===== src/rtl/mem_arbiter.sv =====
// mem_arbiter: shares one byte-wide RAM port between instruction fetch and the MEM stage,
// sequencing little-endian byte runs. Define MEM_ARB_RR_EN for round-robin arbitration.
module mem_arbiter #(
    parameter int ADDR_W = 32
) (
    input  logic              clk,
    input  logic              rst,
    input  logic              rdy,
    input  logic              if_req,
    input  logic [ADDR_W-1:0] if_addr,
    input  logic              if_flush,
    output logic [31:0]       if_data,
    output logic              if_done,
    input  logic              mem_req,
    input  logic              mem_we,
    input  logic [1:0]        mem_size,
    input  logic [ADDR_W-1:0] mem_addr,
    input  logic [31:0]       mem_wdata,
    output logic [31:0]       mem_rdata,
    output logic              mem_done,
    output logic [ADDR_W-1:0] ram_a,
    output logic              ram_wr,
    output logic [7:0]        ram_dout,
    input  logic [7:0]        ram_din
);
    typedef enum logic [1:0] {IDLE, XFER, DONE} state_t;
    typedef enum logic [1:0] {OWN_NONE, OWN_IF, OWN_MEM} owner_t;

    state_t            state_q, state_d;
    owner_t            owner_q, owner_d;
    logic [2:0]        cnt_q, cnt_d;
    logic [2:0]        nbytes_q, nbytes_d;
    logic [ADDR_W-1:0] base_q, base_d;
    logic [ADDR_W-1:0] ram_a_q, ram_a_d;
    logic              we_q, we_d;
    logic [31:0]       wdata_q, wdata_d;
    logic [31:0]       data_q, data_d;
    logic [31:0]       if_data_q, if_data_d;
    logic [31:0]       mem_rdata_q, mem_rdata_d;
    logic              ram_wr_q, ram_wr_d;
    logic [7:0]        ram_dout_q, ram_dout_d;
    logic              if_done_q, if_done_d;
    logic              mem_done_q, mem_done_d;

    logic              if_want;
    logic              grant_mem;
    logic              grant_if;
    logic              finish;
    logic [2:0]        nxt;
    logic [1:0]        cap_lane;
    logic [1:0]        wr_lane;
    logic [31:0]       data_cap;

    assign if_want = if_req && !if_flush;

`ifdef MEM_ARB_RR_EN
    // Remembers whether MEM won the most recent grant; reset favours MEM.
    logic last_mem_q;

    always_comb begin
        grant_mem = mem_req && !(if_want && last_mem_q);
        grant_if  = if_want && !grant_mem;
    end

    always_ff @(posedge clk) begin
        if (rst) begin
            last_mem_q <= 1'b0;
        end else if (rdy && state_q == IDLE && (grant_mem || grant_if)) begin
            last_mem_q <= grant_mem;
        end
    end
`else
    assign grant_mem = mem_req;
    assign grant_if  = if_want && !mem_req;
`endif

    // Cycle j of XFER presents address j (if j < N) and, for loads, captures byte j-1.
    always_comb begin
        state_d     = state_q;
        owner_d     = owner_q;
        cnt_d       = cnt_q;
        nbytes_d    = nbytes_q;
        base_d      = base_q;
        we_d        = we_q;
        wdata_d     = wdata_q;
        data_d      = data_q;
        ram_a_d     = ram_a_q;
        ram_wr_d    = ram_wr_q;
        ram_dout_d  = ram_dout_q;
        if_data_d   = if_data_q;
        mem_rdata_d = mem_rdata_q;
        if_done_d   = 1'b0;
        mem_done_d  = 1'b0;
        finish      = 1'b0;
        nxt         = cnt_q + 3'd1;
        cap_lane    = 2'(cnt_q - 3'd1);
        wr_lane     = nxt[1:0];
        data_cap    = data_q | (32'(ram_din) << {cap_lane, 3'b000});

        case (state_q)
            IDLE: begin
                ram_a_d     = '0;
                ram_wr_d    = 1'b0;
                ram_dout_d  = 8'h00;
                if_data_d   = 32'h0;
                mem_rdata_d = 32'h0;
                owner_d     = OWN_NONE;
                if (grant_mem) begin
                    owner_d = OWN_MEM;
                    base_d  = mem_addr;
                    we_d    = mem_we;
                    wdata_d = mem_wdata;
                    case (mem_size)
                        2'd0:    nbytes_d = 3'd1;
                        2'd1:    nbytes_d = 3'd2;
                        default: nbytes_d = 3'd4;
                    endcase
                end else if (grant_if) begin
                    owner_d  = OWN_IF;
                    base_d   = if_addr;
                    we_d     = 1'b0;
                    wdata_d  = 32'h0;
                    nbytes_d = 3'd4;
                end
                if (grant_mem || grant_if) begin
                    state_d    = XFER;
                    cnt_d      = 3'd0;
                    data_d     = 32'h0;
                    ram_a_d    = base_d;
                    ram_wr_d   = we_d;
                    ram_dout_d = we_d ? wdata_d[7:0] : 8'h00;
                end
            end
            XFER: begin
                cnt_d      = nxt;
                ram_a_d    = '0;
                ram_wr_d   = 1'b0;
                ram_dout_d = 8'h00;
                if (owner_q == OWN_IF && if_flush) begin
                    state_d = IDLE;
                    owner_d = OWN_NONE;
                end else if (we_q) begin
                    if (nxt == nbytes_q) begin
                        finish = 1'b1;
                    end else begin
                        ram_a_d    = base_q + ADDR_W'(nxt);
                        ram_wr_d   = 1'b1;
                        ram_dout_d = 8'(wdata_q >> {wr_lane, 3'b000});
                    end
                end else begin
                    if (cnt_q != 3'd0) begin
                        data_d = data_cap;
                    end
                    if (cnt_q == nbytes_q) begin
                        finish = 1'b1;
                    end else if (nxt < nbytes_q) begin
                        ram_a_d = base_q + ADDR_W'(nxt);
                    end
                end
            end
            DONE: begin
                state_d     = IDLE;
                owner_d     = OWN_NONE;
                ram_a_d     = '0;
                ram_wr_d    = 1'b0;
                ram_dout_d  = 8'h00;
                if_data_d   = 32'h0;
                mem_rdata_d = 32'h0;
            end
            default: begin
                state_d = IDLE;
                owner_d = OWN_NONE;
            end
        endcase

        if (finish) begin
            state_d = DONE;
            if (owner_q == OWN_IF) begin
                if_done_d = 1'b1;
                if_data_d = data_d;
            end else begin
                mem_done_d  = 1'b1;
                mem_rdata_d = data_d;
            end
        end
    end

    // rdy low freezes every register; reset wins regardless of rdy.
    always_ff @(posedge clk) begin
        if (rst) begin
            state_q     <= IDLE;
            owner_q     <= OWN_NONE;
            cnt_q       <= 3'd0;
            nbytes_q    <= 3'd0;
            base_q      <= '0;
            we_q        <= 1'b0;
            wdata_q     <= 32'h0;
            data_q      <= 32'h0;
            ram_a_q     <= '0;
            ram_wr_q    <= 1'b0;
            ram_dout_q  <= 8'h00;
            if_data_q   <= 32'h0;
            mem_rdata_q <= 32'h0;
            if_done_q   <= 1'b0;
            mem_done_q  <= 1'b0;
        end else if (rdy) begin
            state_q     <= state_d;
            owner_q     <= owner_d;
            cnt_q       <= cnt_d;
            nbytes_q    <= nbytes_d;
            base_q      <= base_d;
            we_q        <= we_d;
            wdata_q     <= wdata_d;
            data_q      <= data_d;
            ram_a_q     <= ram_a_d;
            ram_wr_q    <= ram_wr_d;
            ram_dout_q  <= ram_dout_d;
            if_data_q   <= if_data_d;
            mem_rdata_q <= mem_rdata_d;
            if_done_q   <= if_done_d;
            mem_done_q  <= mem_done_d;
        end
    end

    // A held write strobe is masked while stalled so the byte lands once when rdy returns.
    assign ram_a     = ram_a_q;
    assign ram_wr    = ram_wr_q && rdy;
    assign ram_dout  = ram_dout_q;
    assign if_data   = if_data_q;
    assign if_done   = if_done_q && !if_flush;
    assign mem_rdata = mem_rdata_q;
    assign mem_done  = mem_done_q;
endmodule


===== config.mk =====
export PLATFORM = sky130hd
export DESIGN_NAME = mem_arbiter
export DESIGN_NICKNAME = d
export VERILOG_FILES = /design/src/rtl/mem_arbiter.sv
export SDC_FILE = /design/constraint.sdc
export NUM_CORES = 1
export LEC_CHECK = 0
export ABC_AREA = 1
export ABC_CLOCK_PERIOD_IN_PS = 3850
export CAP_MARGIN = 20
export CORE_MARGIN = 2
export CORE_UTILIZATION = 40
export CTS_BUF_LIST = sky130_fd_sc_hd__clkbuf_8
export CTS_CLUSTER_SIZE = 14
export DETAILED_ROUTE_END_ITERATION = 8
export GPL_TIMING_DRIVEN = 0
export HOLD_SLACK_MARGIN = 0.06
export SLEW_MARGIN = 40
export SYNTH_ARGS = -nofsm -noshare
export SYNTH_HDL_FRONTEND = slang
export SYNTH_SLANG_ARGS = --single-unit

===== constraint.sdc =====
create_clock -name clk -period 3.85 [get_ports clk]
set_input_delay 0.77 -clock clk [delete_from_list [all_inputs] [get_ports clk]]
set_output_delay 0.77 -clock clk [all_outputs]
set_load 0.01 [all_outputs]

======== Word level (Yosys, flattened, before mapping) ========
Cells that the tools add are included.
Widths: inputs -> output; s select.
operators by class
  order comparisons ....................... 1
  reductions and logical operators ........ 21
  equality and inequality tests ........... 10
  mux-type cells .......................... 57
  bitwise operators ....................... 1
  add/subtract/negate cells ............... 3
  shift-type cells ........................ 2
operators by type and width
  cell                number
  $mux 32             20
  $pmux 32 s3         1
  $pmux 32 s2         1
  $mux 8              5
  $add 32x3->32       1
  $or 32x32->32       1
  $shl 8x5->32        1
  $shr 32x5->8        1
  $pmux 8 s3          1
  $mux 1              17
  $pmux 3 s2          2
  $mux 3              3
  $reduce_and 3->1    3
  $mux 2              4
  $pmux 2 s2          2
  $eq 2x1->1 const B  3
  $eq 3x3->1          2
  $ne 3x3->1 const B  2
  $reduce_and 2->1    3
  $reduce_bool 3->1   2
  $logic_and 1x1->1   5
  $logic_not 2->1     2
  $ne 2x2->1 const B  2
  $reduce_bool 2->1   2
  other kinds (8)     9
storage, ports and cells
  logic and storage cells ................. 111
  input port bits ......................... 113
  flip-flop bits (word level) ............. 214
  output and inout port bits .............. 107

======== Depth between registers and ports, before layout ========
Gate-level depths: netlist of the first run.
  word-level depth ........................ 9
  gate-level depth with buffers ........... 16
  depth with buffers taken out ............ 13

======== Least setup slack after synthesis of the first run ========
Ideal clock, no wire load.
  path type ............................... reg-to-reg
  start point ............................. register cnt_q[0]
  end point ............................... register ram_a_q[22], in the netlist ram_a[22]
  slack ................................... 1.191 ns
  required time ........................... 3.780 ns
  arrival time ............................ 2.589 ns
  buffers on the path ..................... 3
  cell stages (with the launch flop) ...... 17
  period minus slack after synthesis ...... 2.659 ns
  path through ............................ dfxtp_1 -> buf_2 -> inv_1 -> clkbuf_1 -> ha_1 -> buf_2 -> inv_1 -> fa_1 -> inv_1 -> nand2_1 -> nand2_1 -> nand3_1 -> nor2_1 -> nand2_1 -> nand2_1 -> nand3_1 -> a21oi_1
on the way
  word-level cells in the longest chain between the ends .. 7
RTL lines
  item                                                line           source
  start: declaration                                  31             logic [2:0] cnt_q, cnt_d;
  start signal: assignment                            209            cnt_q <= cnt_d;
  $add 3x1->3                                         95             nxt = cnt_q + 3'd1;
  $add 32x3->32 / $lt 3x3->1 (equally long branches)  146, 157, 156
  $mux 32                                             156            end else if (nxt < nbytes_q) begin
  $mux 32                                             154            if (cnt_q == nbytes_q) begin
  $mux 32 (*)                                         142            end else if (we_q) begin
  $mux 32 (*)                                         139            if (owner_q == OWN_IF && if_flush) begin
  $pmux 32 s3 (*)                                     100            case (state_q)
  end signal: assignment                              215            ram_a_q <= ram_a_d;
  end: declaration                                    34             logic [ADDR_W-1:0] ram_a_q, ram_a_d;
Mark *: on every way between the ends. The rest lies on a longest branch, timed or not.
A chain may end at the register's enable or synchronous reset.

======== Worst setup path in the final report of the first run ========
  start point ............................. register cnt_q[0]
  end point ............................... register ram_a_q[28], in the netlist ram_a[28]
Same word-level chain as after synthesis.

==> results of run 1 <==
worst max path at each step:
| stage | end | slack [ns] | depth (start not counted) |
|---|---|---|---|
| global placement | ram_a[30] | 0.33 | 16 |
| CTS | ram_a[30] | 0.28 | 16 |
| finish | ram_a[28] | 0.35 | 16 |
| detailed placement | ram_a[22] | 0.31 | 16 |
| global route | ram_a[26] | 0.08 | 16 |
| floorplan | ram_a[22] | 1.19 | 16 |
metrics by stage:
step | power [mW] | instances | utilization | hold slack [ns] | setup slack (ns)
final | 5.49 | 2130 | 0.534 | 0.459 | 0.352
after detailed placement | 3.44 | 2071 | 0.506 | 0.452 | 0.307
after floorplan | 3.02 | 1520 | - | 0.437 | 1.19
after CTS | 5.51 | 2130 | 0.534 | 0.460 | 0.284
after global placement | 3.43 | 2071 | 0.506 | 0.446 | 0.326
after global routing | 5.74 | 2130 | 0.534 | 0.478 | 0.0813
layout by cell type, fill, tap and decap left out, types with 8 or more instances in the layout:
cell type        instances
ha_1                    12
buf_2                   35
clkbuf_1                52
a22o_1                  23
nand4_1                 14
xor2_1                   9
buf_4                   11
nor2_1                 128
o21ai_0                127
a211oi_1                10
dfxtp_1                214
nor2_2                   8
nand3_1                149
inv_1                  102
nand2_1                300
o21ai_1                 27
inv_2                   13
o21ai_2                 11
clkbuf_8                46
clkdlybuf4s50_1        216
a31oi_1                  8
o211ai_1                 8
a21oi_1                227
final cells by class:
class / count / share of cell area
clock buffer: 46 / 0.0455
clock inverter: 13 / 0.00630
timing repair buffer: 216 / 0.155
tap: 335 / 0.0301
inverter: 108 / 0.0291
sequential: 214 / 0.308
buffer: 106 / 0.0369
multi-input combinational: 1092 / 0.389
synthesized netlist by cell type, types with 9 or more instances:
| master | count |
|---|---|
| nand2_1 | 300 |
| a21oi_1 | 227 |
| dfxtp_1 | 214 |
| nand3_1 | 149 |
| nor2_1 | 129 |
| o21ai_0 | 127 |
| inv_1 | 95 |
| clkbuf_1 | 52 |
| buf_2 | 35 |
| o21ai_1 | 27 |
| a22o_1 | 23 |
| nand4_1 | 14 |
| inv_2 | 13 |
| ha_1 | 12 |
| buf_4 | 11 |
| o21ai_2 | 11 |
| a211oi_1 | 10 |
| xor2_1 | 9 |
metal layers:
metal,share of wire,track usage,vias to the layer above
li1,-,-,5616
met1,0.47,0.371,5265
met2,0.43,0.401,449
met3,0.075,0.0475,65
met4,0.026,0.0851,0
met5,0,0,-
sequential cells by signal, summed over array words and instances, names as in the netlist:
name,cells
owner_q,2
mem_rdata,32
ram_dout,8
ram_wr_q,1
state_q,2
data_q,32
if_done_q,1
nbytes_q,3
we_q,1
base_q,32
wdata_q,32
if_data,32
ram_a,32
cnt_q,3
mem_done,1
worst min-delay path: stages, from the launching register on:
cell and delay [ns]:
dfxtp_1 0.30, nand2_1 0.06, a21oi_1 0.05
power breakdown:
| part | internal (mW) | total (mW) | switching (mW) |
|---|---|---|---|
| registers | 2.33 | 2.43 | 0.0953 |
| clock network | 1.14 | 2.08 | 0.942 |
| logic | 0.384 | 0.983 | 0.599 |
| total | 3.85 | 5.49 | 1.64 |
cell families after synthesis:
family	Yosys count	synth area share
adders and majority gates	13	0.0160
AOI/OAI and AO/OA	445	0.229
DFF	214	0.404
and+or+nand+nor	624	0.256
buffers and inverters	214	0.0866
xor gates and xnor gates	10	0.00826
==> run_results.csv, run 1 <==
group,metric,value,unit
run_status,status,"finished clean",
critical_path,crit_path_end_kind,"flop",
critical_path,timing.critical_path.mode_cell,"nand2_1",
place,dpl_cell_area,13200,sq um
synth,syn-num-nets,1646,
clock_tree,post_cts_resized,0,
clock_tree,htree_levels,2,
synth,synth_area_leaders,"dfxtp_1 40%, a21oi_1 11%, nand2_1 11%",
critical_path,critPathArrivalTime,3.96,ns
clock_tree,clkLatencyLatePin,0.55,ns
floorplanning,fp.dieW,167,um
power,irDropWorstVdd,0.000228,V
synth,synthArstFlopShare,0,
worst_hold_path,holdCritPathClass,"flop to flop",
cells_and_area,final_layout_size_suffix_gt1_frac,0.0858,
cells_and_area,fin_nets,1903,
clock_tree,root_buffer,"clkbuf_8",
sta,fmax,286,MHz
synth,synth_top_area_frac,0.404,
routing,drt_iter0_markers,964,
critical_path,rr_startpoint,"cnt_q[0]",
critical_path,slowest_stage,"ha_1",
cells_and_area,fillers,2657,
critical_path,cp_max_fo,11,
routing,finalWirelength,37.7,mm
cells_and_area,fin_area,13900,sq um
clock_tree,clk_path_buf_depth,3,
clock_tree,clk_pin_slew_worst_paths,0.06,ns
sta,fin_tns_setup,0,ns
synth,ys_types,41,
synth,synth_warnings,0,
synth,synth_flop_cell,"dfxtp_1",
routing,wl_per_cell,17.7,um
sta,fin_worst_skew,0.0207,ns
grt,grt_max_degree,12,
routing,drcViolationCount,0,
floorplanning,start_util,0.407,
floorplanning,core.rowCount,59,
worst_hold_path,hold_path_depth,2,
sta,rsz0062_at_grt,"false",
place,gp_congestion,0.922,
floorplanning,core,26100,sq um
routing,first_pass_iters,6,
critical_path,slowest_delay,0.46,ns
synth,ys_ff_latch,214,
clock_tree,cts-buffers-inserted,39,
sta,worst_pin_slew,0.816,ns
clock_tree,cts_tree,"built",
sta,max_slew_margin,0.454,
job,cap_violations,0,
routing,vias_per_cell,5.35,
power,powerDensity,395,nW/um^2
grt,grt_usage,0.261,
clock_tree,cts_setup_buffers,0,
clock_tree,clock-sinks,214,
critical_path,startpoint,"cnt_q[0]",
worst_hold_path,min_from,"wdata_q[11]",
critical_path,path_delay_family,"buffers and inverters",
sta,finalHoldViolations,0,
critical_path,required,4.31,ns
grt,antenna_found_initial,0,
cells_and_area,synthToLayoutAreaGrowth,31.2,%
place,dp_hpwl,28.4,mm
critical_path,crit_path_start_kind,"flop",
critical_path,ff2ff_setup_slack,0.35,ns
grt,overflow,0,
grt,grt_pass1_wl,58.6,mm
sta,fin_crit_sh,0.909,
critical_path,crit_type,"flop to flop",
sta,slew_violations,0,
synth,synth_enable_flop_cells,0,
critical_path,crit_buf_inv,6,
synth,syn_inst,1520,
critical_path,worstPathCellList,"buf_2 > inv_1 > clkbuf_1 > ha_1 > buf_2 > inv_1 > fa_1 > inv_1 > nand2_1 > nand2_1 > nand2_1 > nor2_4 > nand3_1 > nand2_1 > nand3_1 > a21oi_1",
floorplanning,io_pins,220,
floorplanning,die-area,27800,sq um
sta,setup_viol,0,
grt,grt_pass1_vias,10600,
routing,ant_nets,0,
power,p_leak,5.31,nW
critical_path,worstReg2RegEnd,"ram_a[28]",
critical_path,r2r_cells,16,
synth,synthesis.area,10600,sq um
synth,yosysSeqAreaShare,0.404,
routing,num_vias,11400,
synth,syn_area_per_cell,6.98,sq um
cells_and_area,regArea,4280,sq um
synth,synth_top_area_cell,"dfxtp_1",
clock_tree,hold_buffers,0,
cells_and_area,antenna_cells,0,
cells_and_area,multiInputGateArea,5400,sq um
floorplanning,die_h,167,um
worst_hold_path,min_to,"wdata_q[11]",
place,portBuffers,216,
sta,period_minus_slack,3.50,ns
Note: power is estimated with default switching activity, not from simulation.
==> run 2, diff against run 1 <==
--- a/config.mk
+++ b/config.mk
@@ -16,5 +16,6 @@
 export GPL_TIMING_DRIVEN = 0
 export HOLD_SLACK_MARGIN = 0.06
-export SLEW_MARGIN = 40
+export MAX_ROUTING_LAYER = met4
+export SLEW_MARGIN = 20
 export SYNTH_ARGS = -nofsm -noshare
 export SYNTH_HDL_FRONTEND = slang
==> constraint.sdc (replaced) <==
create_clock -name clk -period 3.85 [get_ports clk]
set_input_delay 0.77 -clock clk [delete_from_list [all_inputs] [get_ports clk]]
set_output_delay 0.77 -clock clk [all_outputs]
set_load 0.005 [all_outputs]
==> run_results.csv, run 2 (synthesis results as in run 1) <==
group,metric,value,unit
grt,grt_usage,0.277,
clock_tree,clock-sinks,214,
critical_path,slowest_delay,0.47,ns
place,dp_hpwl,28.7,mm
clock_tree,htree_levels,2,
critical_path,crit_path_start_kind,"flop",
routing,wl_per_cell,18.0,um
critical_path,critPathArrivalTime,4.01,ns
clock_tree,root_buffer,"clkbuf_8",
floorplanning,die-area,27800,sq um
cells_and_area,layout_common_cells,"300 x nand2_1, 227 x a21oi_1, 216 x clkdlybuf4s50_1",
floorplanning,start_util,0.407,
power,power,5.52,mW
sta,fmax,282,MHz
place,gp_congestion,0.929,
floorplanning,io_pins,220,
clock_tree,hold_buffers,0,
grt,grt_max_degree,12,
worst_hold_path,min_to,"wdata_q[12]",
critical_path,ff2ff_setup_slack,0.30,ns
critical_path,crit_path_end_kind,"flop",
routing,first_pass_iters,6,
routing,num_vias,11500,
cells_and_area,final_common_cell,"nand2_1",
floorplanning,die_h,167,um
power,powerDensity,396,nW/um^2
critical_path,required,4.31,ns
grt,grt_pass1_wl,60.2,mm
floorplanning,fp.dieW,167,um
critical_path,rr_startpoint,"cnt_q[0]",
routing,vias_per_cell,5.38,
critical_path,crit_buf_inv,6,
critical_path,slowest_stage,"fa_1",
routing,ant_nets,0,
clock_tree,cts-buffers-inserted,39,
critical_path,startpoint,"cnt_q[0]",
sta,worst_pin_slew,0.796,ns
power,irDropWorstVdd,0.000244,V
sta,fin_worst_skew,0.0271,ns
place,portBuffers,216,
sta,rsz0062_at_grt,"false",
sta,fin_tns_setup,0,ns
sta,setup_viol,0,
routing,finalWirelength,38.5,mm
floorplanning,core,26100,sq um
clock_tree,clkLatencyLatePin,0.55,ns
critical_path,crit_type,"flop to flop",
cells_and_area,fin_nets,1903,
routing,drcViolationCount,0,
sta,finalHoldViolations,0,
worst_hold_path,min_from,"wdata_q[12]",
job,cap_violations,0,
grt,overflow,0,
cells_and_area,synthToLayoutAreaGrowth,31.4,%
grt,antenna_found_initial,1,
run_status,status,"finished clean",
routing,drt_iter0_markers,979,
critical_path,worstPathCellList,"buf_2 > inv_1 > clkbuf_1 > ha_1 > buf_2 > inv_1 > fa_1 > inv_1 > nand2_1 > nand2_1 > nand3_1 > nor2_2 > nand2_1 > nand2_1 > nand3_1 > a21oi_1",
sta,fin_crit_sh,0.921,
place,dpl_cell_area,13200,sq um
cells_and_area,fin_area,13900,sq um
clock_tree,clk_path_buf_depth,3,
clock_tree,post_cts_resized,0,
clock_tree,cts_setup_buffers,0,
grt,grt_pass1_vias,10800,
floorplanning,core.rowCount,59,
sta,period_minus_slack,3.55,ns
critical_path,timing.critical_path.mode_cell,"nand2_1",
critical_path,path_delay_family,"buffers and inverters",
sta,max_slew_margin,0.467,
cells_and_area,final_layout_size_suffix_gt1_frac,0.0866,
sta,slew_violations,0,
worst_hold_path,hold_path_depth,2,
clock_tree,cts_tree,"built",
clock_tree,clk_pin_slew_worst_paths,0.06,ns
worst_hold_path,holdCritPathClass,"flop to flop",
power,p_leak,5.34,nW
critical_path,r2r_cells,16,
critical_path,worstReg2RegEnd,"ram_a[30]",
critical_path,cp_max_fo,11,
-- run 2: cell count changes in the layout (fill, tap and decap cells not counted), sizes merged --
cell / change
inv: +5
clkinv: +3
clkbuf: -1
diode: +1
-- run 2: worst register-to-register path: stages (launching register included) --
cell and delay [ns]:
dfxtp_1 0.38, buf_2 0.25, inv_1 0.08, clkbuf_1 0.29, ha_1 0.45, buf_2 0.29, inv_1 0.16, fa_1 0.47
inv_1 0.10, nand2_1 0.07, nand2_1 0.11, nand3_1 0.15, nor2_2 0.27, nand2_1 0.12, nand2_1 0.07, nand3_1 0.07
a21oi_1 0.15
-- run 2: worst max path at each step --
stage | slack [ns] | cells after the start | endpoint
floorplan | 1.19 | 16 | ram_a[22]
global placement | 0.35 | 16 | ram_a[30]
detailed placement | 0.27 | 16 | ram_a[30]
CTS | 0.27 | 16 | ram_a[30]
global route | 0.08 | 16 | ram_a[26]
finish | 0.30 | 16 | ram_a[30]
-- run 2: where the power goes --
part / switching, mW / internal (mW)
clock: 0.989 / 1.13
combinational: 0.593 / 0.383
sequential: 0.0952 / 2.33
total: 1.68 / 3.84
-- run 2: final cells by class --
type,instances,area [sq um]
Tap cell,335,419
Clock inverter,21,121
Timing Repair Buffer,216,2160
Inverter,108,405
Fill cell,2684,12100
Antenna cell,1,2.50
Multi-Input combinational cell,1092,5400
Buffer,106,513
Clock buffer,45,619
Sequential cell,214,4280
-- run 2: per-stage QoR --
stage               hold slack [ns]  utilization  instances  setup WS (ns)
global route                  0.479        0.535       2138         0.0758
detailed placement            0.452        0.506       2071          0.274
global placement              0.446        0.506       2071          0.347
finish                        0.457        0.535       2138          0.304
floorplan                     0.437            -       1520           1.19
CTS                           0.459        0.534       2137          0.270
-- run 2: layer usage --
metal / wire length (um) / vias to the layer above / global-route usage
li1: - / 5623 / -
met1: 18000 / 5355 / 0.390
met2: 16500 / 461 / 0.406
met3: 2940 / 66 / 0.0454
met4: 1010 / 0 / 0.0836
met5: 0 / - / -
==> run 3, diff against run 2 <==
GPL_ROUTABILITY_DRIVEN = 0   (was default)
==> run_results.csv, run 3 (synthesis results as in run 1) <==
group,metric,value,unit
grt,overflow,0,
clock_tree,clkLatencyLatePin,0.55,ns
cells_and_area,multiInputGateArea,5400,sq um
critical_path,cp_max_fo,11,
sta,period_minus_slack,3.58,ns
floorplanning,core,26100,sq um
grt,grt_pass1_wl,59.7,mm
cells_and_area,antenna_cells,0,
place,dpl_cell_area,13200,sq um
clock_tree,clk_pin_slew_worst_paths,0.06,ns
floorplanning,io_pins,220,
routing,finalWirelength,37.9,mm
worst_hold_path,holdCritPathClass,"flop to flop",
cells_and_area,regArea,4280,sq um
clock_tree,cts_tree,"built",
power,irDropWorstVdd,0.000200,V
sta,worst_pin_slew,0.764,ns
place,dp_hpwl,28.3,mm
cells_and_area,final_common_cell,"nand2_1",
routing,first_pass_iters,6,
grt,grt_pass1_vias,10900,
clock_tree,cts_setup_buffers,0,
clock_tree,cts-buffers-inserted,38,
cells_and_area,synthToLayoutAreaGrowth,31.7,%
critical_path,critPathArrivalTime,4.06,ns
clock_tree,htree_levels,2,
critical_path,crit_path_end_kind,"flop",
critical_path,crit_path_start_kind,"flop",
run_status,status,"finished clean",
grt,busiest_layer,"met2",
grt,antenna_found_initial,0,
clock_tree,root_buffer,"clkbuf_8",
cells_and_area,fillers,2605,
sta,fin_worst_skew,0.0127,ns
critical_path,crit_type,"flop to flop",
floorplanning,fp.dieW,167,um
sta,rsz0062_at_grt,"false",
routing,vias_per_cell,5.36,
place,portBuffers,216,
floorplanning,die-area,27800,sq um
clock_tree,clock-sinks,214,
clock_tree,post_cts_resized,0,
sta,slew_violations,0,
clock_tree,clk_path_buf_depth,3,
grt,grt_max_degree,12,
sta,fin_crit_sh,0.931,
routing,num_vias,11400,
routing,wl_per_cell,17.7,um
routing,ant_nets,0,
cells_and_area,fin_nets,1902,
grt,gr-usage-met2,0.408,
floorplanning,core.rowCount,59,
critical_path,required,4.32,ns
routing,drcViolationCount,0,
sta,fmax,279,MHz
cells_and_area,final_layout_size_suffix_gt1_frac,0.0872,
cells_and_area,layout_common_cells,"300 x nand2_1, 227 x a21oi_1, 216 x clkdlybuf4s50_1",
sta,max_slew_margin,0.490,
sta,fin_tns_setup,0,ns
grt,use_met3,0.0471,
clock_tree,hold_buffers,0,
grt,met1_usage,0.382,
floorplanning,start_util,0.407,
sta,finalHoldViolations,0,
power,p_leak,5.34,nW
floorplanning,die_h,167,um
grt,grt_usage,0.275,
power,powerDensity,400,nW/um^2
job,cap_violations,0,
sta,setup_viol,0,
cells_and_area,fin_area,14000,sq um
routing,drt_iter0_markers,1124,
==> run 3: area by class of cell <==
type                       instances  area share
multi-input combinational       1092       0.387
timing repair buffer             216       0.155
inverter                         108      0.0290
tap                              335      0.0300
sequential                       214       0.307
buffer                           106      0.0367
clock inverter                    14     0.00672
clock buffer                      50      0.0493
==> run 3: per-stage QoR <==
stage          cells  hold slack (ns)  total power [mW]   util  setup slack (ns)
6_report        2135            0.461              5.59  0.536             0.267
5_1_grt         2135            0.484              5.84  0.536           0.00726
2_1_floorplan   1520            0.437              3.01      -              1.19
4_1_cts         2135            0.462              5.61  0.536             0.308
3_5_place_dp    2071            0.454              3.43  0.506             0.309
3_3_place_gp    2071            0.446              3.42  0.506             0.337
==> run 3: where the power goes <==
part / internal (mW) / leakage [nW] / switching, mW
sequential: 2.33 / 1.75 / 0.0958
combinational: 0.383 / 3.16 / 0.589
clock: 1.23 / 0.429 / 0.969
total: 3.94 / 5.34 / 1.65
==> run 3: critical path: stages (launching register included) <==
cell and delay (ns):
dfxtp_1 0.37, buf_2 0.25, inv_1 0.09, clkbuf_1 0.29, ha_1 0.44, buf_2 0.29, inv_1 0.16, fa_1 0.45
inv_1 0.09, nand2_1 0.07, nand2_1 0.11, nand3_1 0.13, nor2_1 0.36, nand2_1 0.13, nand2_1 0.08, nand3_1 0.08
a21oi_1 0.12
==> run 3: final timing paths <==
kind / startpoint / end / slack (ns) / cells after the start
min reg2reg: wdata_q[13] / wdata_q[13] / 0.46 / 2
max reg2reg: cnt_q[0] / ram_a[30] / 0.27 / 16
min: wdata_q[13] / wdata_q[13] / 0.46 / 2
max: cnt_q[0] / ram_a[30] / 0.27 / 16
==> run 3: per-layer routing <==
layer | share of wire | routed length [um] | vias up
met5 | 0 | 0 | -
met4 | 0.028 | 1040 | 0
met3 | 0.072 | 2730 | 70
met2 | 0.43 | 16500 | 434
met1 | 0.47 | 17600 | 5312
li1 | - | - | 5628
